**config.mk**
```make
export PLATFORM = sky130hd
export DESIGN_NAME = ysyx_22050612_wbu
export DESIGN_NICKNAME = d
export VERILOG_FILES = /design/src/rtl/ysyx_22050612_wbu.sv
export SDC_FILE = /design/constraint.sdc
export NUM_CORES = 1
export LEC_CHECK = 0
export CORE_MARGIN = 3
export CORE_UTILIZATION = 40
export CTS_BUF_LIST = sky130_fd_sc_hd__clkbuf_16
export CTS_CLUSTER_DIAMETER = 200
export CTS_CLUSTER_SIZE = 28
export DETAILED_ROUTE_END_ITERATION = 8
export PLACE_DENSITY = 0.81
export SETUP_SLACK_MARGIN = 0.05
export SYNTH_ARGS = -nofsm -noshare
export SYNTH_HDL_FRONTEND = slang
export SYNTH_SLANG_ARGS = --single-unit
```
**constraint.sdc**
```tcl
create_clock -name clk -period 2.4 [get_ports clk]
set_clock_uncertainty 0.2 [all_clocks]
set_input_delay 0.48 -clock clk [delete_from_list [all_inputs] [get_ports clk]]
set_output_delay 0.48 -clock clk [all_outputs]
set_load 0.02 [all_outputs]
```
**src/rtl/ysyx_22050612_wbu.sv**
```systemverilog
// Writeback unit: arbitrates EXU/LSU results onto the single register-file write port
// and keeps a per-register busy scoreboard for decode hazard detection.
module ysyx_22050612_wbu #(
  parameter int ADDR_WIDTH = 5,
  parameter int DATA_WIDTH = 64
) (
  input  logic                  clk,
  input  logic                  rst_n,
  input  logic                  exu_valid,
  output logic                  exu_ready,
  input  logic [ADDR_WIDTH-1:0] exu_rd,
  input  logic [DATA_WIDTH-1:0] exu_data,
  input  logic                  lsu_valid,
  output logic                  lsu_ready,
  input  logic [ADDR_WIDTH-1:0] lsu_rd,
  input  logic [DATA_WIDTH-1:0] lsu_data,
  input  logic                  issue_valid,
  input  logic [ADDR_WIDTH-1:0] issue_rd,
  input  logic [ADDR_WIDTH-1:0] chk_rs1,
  input  logic [ADDR_WIDTH-1:0] chk_rs2,
  input  logic [ADDR_WIDTH-1:0] chk_rd,
  output logic                  hazard,
  output logic                  wen,
  output logic [ADDR_WIDTH-1:0] waddr,
  output logic [DATA_WIDTH-1:0] wdata,
  output logic                  idle,
  output logic                  wb_err
);

  localparam int NREG = 2 ** ADDR_WIDTH;
  localparam logic [ADDR_WIDTH-1:0] ZERO_IDX = {ADDR_WIDTH{1'b0}};
  localparam logic [NREG-1:0] X0_MASK = {{(NREG-1){1'b0}}, 1'b1};

  logic [NREG-1:0]       busy_r;
  logic                  last_lsu_r;
  logic                  wb_err_r;
  logic                  wen_r;
  logic [ADDR_WIDTH-1:0] waddr_r;
  logic [DATA_WIDTH-1:0] wdata_r;

  logic                  both_s;
  logic                  exu_xfer_s;
  logic                  lsu_xfer_s;
  logic                  xfer_s;
  logic [ADDR_WIDTH-1:0] sel_rd_s;
  logic [DATA_WIDTH-1:0] sel_data_s;
  logic                  set_s;
  logic [NREG-1:0]       set_mask_s;
  logic [NREG-1:0]       clr_mask_s;
  logic [NREG-1:0]       busy_next_s;
  logic                  err_s;

  // Round-robin arbitration; under contention the source that did not win last time goes.
  always_comb begin
    both_s    = exu_valid & lsu_valid;
    exu_ready = 1'b1;
    lsu_ready = 1'b1;
    if (!rst_n) begin
      exu_ready = 1'b0;
      lsu_ready = 1'b0;
    end else if (both_s) begin
      exu_ready = last_lsu_r;
      lsu_ready = ~last_lsu_r;
    end else begin
      exu_ready = 1'b1;
      lsu_ready = 1'b1;
    end
  end

  // Transfer detection and result selection.
  always_comb begin
    exu_xfer_s = exu_valid & exu_ready;
    lsu_xfer_s = lsu_valid & lsu_ready;
    xfer_s     = exu_xfer_s | lsu_xfer_s;
    sel_rd_s   = lsu_xfer_s ? lsu_rd : exu_rd;
    sel_data_s = lsu_xfer_s ? lsu_data : exu_data;
  end

  // Scoreboard next state: clear on commit, set on issue (set wins), x0 never busy.
  always_comb begin
    set_s       = issue_valid & (issue_rd != ZERO_IDX);
    set_mask_s  = {{(NREG-1){1'b0}}, set_s} << issue_rd;
    clr_mask_s  = {{(NREG-1){1'b0}}, wen_r} << waddr_r;
    busy_next_s = ((busy_r & ~clr_mask_s) | set_mask_s) & ~X0_MASK;
    err_s = (xfer_s & (sel_rd_s != ZERO_IDX) & ~busy_r[sel_rd_s]
             & ~(set_s & (issue_rd == sel_rd_s)))
          | (set_s & busy_r[issue_rd] & ~(wen_r & (waddr_r == issue_rd)));
  end

  // State registers: commit port, scoreboard, arbitration history and sticky error.
  always_ff @(posedge clk) begin
    if (!rst_n) begin
      busy_r     <= {NREG{1'b0}};
      last_lsu_r <= 1'b0;
      wb_err_r   <= 1'b0;
      wen_r      <= 1'b0;
      waddr_r    <= ZERO_IDX;
      wdata_r    <= {DATA_WIDTH{1'b0}};
    end else begin
      busy_r   <= busy_next_s;
      wb_err_r <= wb_err_r | err_s;
      wen_r    <= xfer_s & (sel_rd_s != ZERO_IDX);
      if (xfer_s) begin
        waddr_r    <= sel_rd_s;
        wdata_r    <= sel_data_s;
        last_lsu_r <= lsu_xfer_s;
      end else begin
        waddr_r    <= waddr_r;
        wdata_r    <= wdata_r;
        last_lsu_r <= last_lsu_r;
      end
    end
  end

  assign wen    = wen_r;
  assign waddr  = waddr_r;
  assign wdata  = wdata_r;
  assign wb_err = wb_err_r;
  assign hazard = busy_r[chk_rs1] | busy_r[chk_rs2] | busy_r[chk_rd];
  assign idle   = ~(|busy_r) & ~wen_r;

endmodule

```
==> summary.txt <==
Timing
  • Max-Slew Margin vs Limit: 25.4%
  • TNS Setup: -0.384 ns
  • Final Worst Setup Slack: -0.384 ns
  • Setup violators final: 1
  • RSZ-0062 raised after global routing: true
  • Final Hold Fails: 0
  • Slew @ Worst Pin: around 1.1 ns
  • Tcrit/Tclk final: 116%
  • Post-layout minimum cycle time: ~2.8 ns
  • Slew Viols, Final: 0
  • Fmax: 0.359 GHz

Power and ir drop
  • Pwr/cell area: between 400 and 500 nW/um2
  • Max IR drop VDD: ~330 uV
  • Overall Power: 4.86 mW
  • Leakage power: slightly below 4 nW

Synthesis
  • Multiplexer area fraction after synthesis: 16.9%
  • Top_reg_cell synth: dfxtp_1
  • Syn Nets: 904
  • Post-Synth XOR/XNOR Area: between 1 and 1.5%
  • Post-synth EDFFs: 0
  • Largest family of logic cells by synthesized area: simple AND/OR/NAND/NOR gates
  • #FFs+latches synth: 103
  • Compound-gate portion of the synthesized area: around 20%
  • Yosys Warn Count: 0
  • Mapped Cells: roughly 740
  • Adder-cell share of the synthesized area: 0%
  • Avg Inst Size Synth: slightly above 8 um2
  • Async set or reset register ratio after synthesis: 0%
  • Post-synthesis sequential area ratio: approximately a third
  • Distinct cells, synth: 58
  • Area of the mapped netlist: ~6000 um2
  • Synthesized-area fraction occupied by and/or/nand/nor cells: about a quarter

Worst setup path
  • Slowest stage delay, CP: between 0.5 and 0.6 ns
  • CP required: around 1.7 ns
  • Slowest CP cell: mux4_2
  • Worst R2R Setup Slack: approximately 0.08 ns
  • Critical path class: input pin to output port
  • CP cell instances: buf_6, buf_8, mux4_2, mux4_2, mux2i_2, nand3_2, buf_6
  • CP max FO: 8
  • Reg-to-Reg Start: busy_r[26]
  • Crit path DAT: roughly 2.1 ns
  • Critical path startpoint category: input pin
  • CP endpoint kind: output port
  • Critical path origin: chk_rd[0]
  • FF-to-FF path depth: 8
  • CP Capture Point: hazard
  • Reg2Reg Capture Point: wb_err

Floorplanning
  • Ports: ~240
  • Die width: about 130 um
  • Die area: 16800 um2
  • Die height: around 130 um
  • Initial Util: between 40 and 50%
  • Rows: 44
  • Core Area: ~15000 um2

Clock tree
  • Clock insertion delay at the later pin of the skew report: about 0.36 ns
  • Sink Count: slightly above 100
  • CTS Root Cell: clkbuf_16
  • Post-CTS Hold Buffers: 0
  • CTS tree: done
  • H-tree levels: 3
  • Max Root-Sink Buffers: 2
  • CTS clk-pin slew, worst paths: roughly 0.070 ns
  • CTS Buf Count: 9

Route
  • DRC Markers: 0
  • Vias per inst: about 5.6
  • Post-DRT Antenna Nets: 0
  • Routed wire per std cell: roughly 20 um
  • Final wirelength: approximately 24000 um
  • First-pass DRT Iterations: 5
  • Routed vias: approximately 7000
  • Drt first-iter violations: 685

Finish
  • Antenna fix cells: 0
  • Post-layout util: 67.4%
  • P&R area growth vs syn: 62.5%
  • Fillers: 1167
  • NumNets Final: around 1200
  • Final instance area: 9940 um2
  • Commonest non-fill, non-tap cell in the layout: clkdlybuf4s50_1
  • Most frequent cells in the layout: clkdlybuf4s50_1 (221), nand2_1 (180), buf_4 (104)
  • Share of cells above drive strength 1: 22.4%

GRT
  • First-pass GRT wire length: approximately 37000 um
  • Initial antenna violation count: 0
  • Vias in the first global route: about 7000
  • Largest net degree at the start of global routing: just over 100
  • Global Route Usage Sum: between 20% and 30%
  • Grt ovf: 0

Min path
  • Hold Crit Class: flop to flop

Placement
  • GPL Wtd Cong: between 0.9 and 1
  • Port Buffer Count: 237
  • Hpwl dp: 18100 um
  • Cell Area, Placed: 9330 um2

Outcome
  • Outcome: complete, but fails checks
  • Violated checks: setup timing

Job
  • Max cap viols: 0
-- logic make-up after synthesis --
group	count (synthesis)
AND/OR/NAND/NOR	330
AO/OA/AOI/OAI	176
flip-flops	103
buffers and inverters	68
multiplexers	57
XOR/XNOR	7
-- routing by layer --
metal / global-route usage (%) / routed length (um)
met1: 33.4 / 9320
met5: 0 / 0
met2: 48.2 / 11700
met4: 11.2 / 830
met3: 8.24 / 2370
-- repair_timing --
action | 4_1_cts | 5_1_grt
pin swaps | 8 | 7
buffers inserted | 12 | 0
cloned | 3 | 0
gates resized for setup | 81 | 19
setup endpoints to repair | 5 | 8
-- worst max-delay path, delay by kind of cell --
| family | cells | cell delay [ns] |
|---|---|---|
| buffers and inverters | 3 | 0.34 |
| AND/OR/NAND/NOR | 1 | 0.09 |
| multiplexers | 3 | 1.20 |
-- final cells by class --
cell class                      instances  area (um2)  share of cell area [%]
Inverter                                7        26.3                   0.264
Tap cell                              184         230                    2.32
Sequential cell                       103        2090                    21.1
Timing Repair Buffer                  356        3410                    34.3
Multi-Input combinational cell        571        3860                    38.8
Clock buffer                            9         225                    2.27
Clock inverter                          7        93.8                   0.944
-- cell usage after synthesis, drive strengths merged (7+ instances only) --
master    n  share of area [%]
dfxtp   103                 34
nand2   182                 11
buf      14                1.3
a311oi   65                9.3
mux4     35                 13
a21oi    35                2.9
o21ai    47                3.9
mux2i    18                2.9
nor2     85                5.6
nand3    13                1.1
clkbuf   47                2.9
inv       7               0.43
a211oi    8               0.98
nor4     10                1.0
-- worst min path at each step --
stage | from | end | cells past startpoint
after floorplan | busy_r[17] | busy_r[17] | 2
after global placement | wdata[60] | wdata[60] | 2
after detailed placement | wdata[17] | wdata[17] | 2
after CTS | wdata[17] | wdata[17] | 2
after global routing | wdata[29] | wdata[29] | 2
final | wdata[43] | wdata[43] | 2
-- where the power goes --
part | switching, mW | total (mW) | internal (mW) | leakage (nW)
logic | 0.633 | 1.36 | 0.724 | 2.93
registers | 0.0823 | 1.90 | 1.82 | 0.860
clock network | 0.686 | 1.60 | 0.917 | 0.154
-- flip-flops by register name (all words and copies together), names as in the netlist --
register,cells
waddr,5
wdata,64
wb_err,1
last_lsu_r,1
wen,1
busy_r,31
-- stage by stage --
stage               instances  hold slack (ns)  setup WS (ns)
floorplan                 741            0.300         -0.125
global placement         1206            0.284          -1.19
detailed placement       1206            0.290          -1.23
CTS                      1237            0.300         -0.388
global route             1237            0.313         -0.452
finish                   1237            0.295         -0.384
No activity file was read; power rests on OpenSTA's default activity.
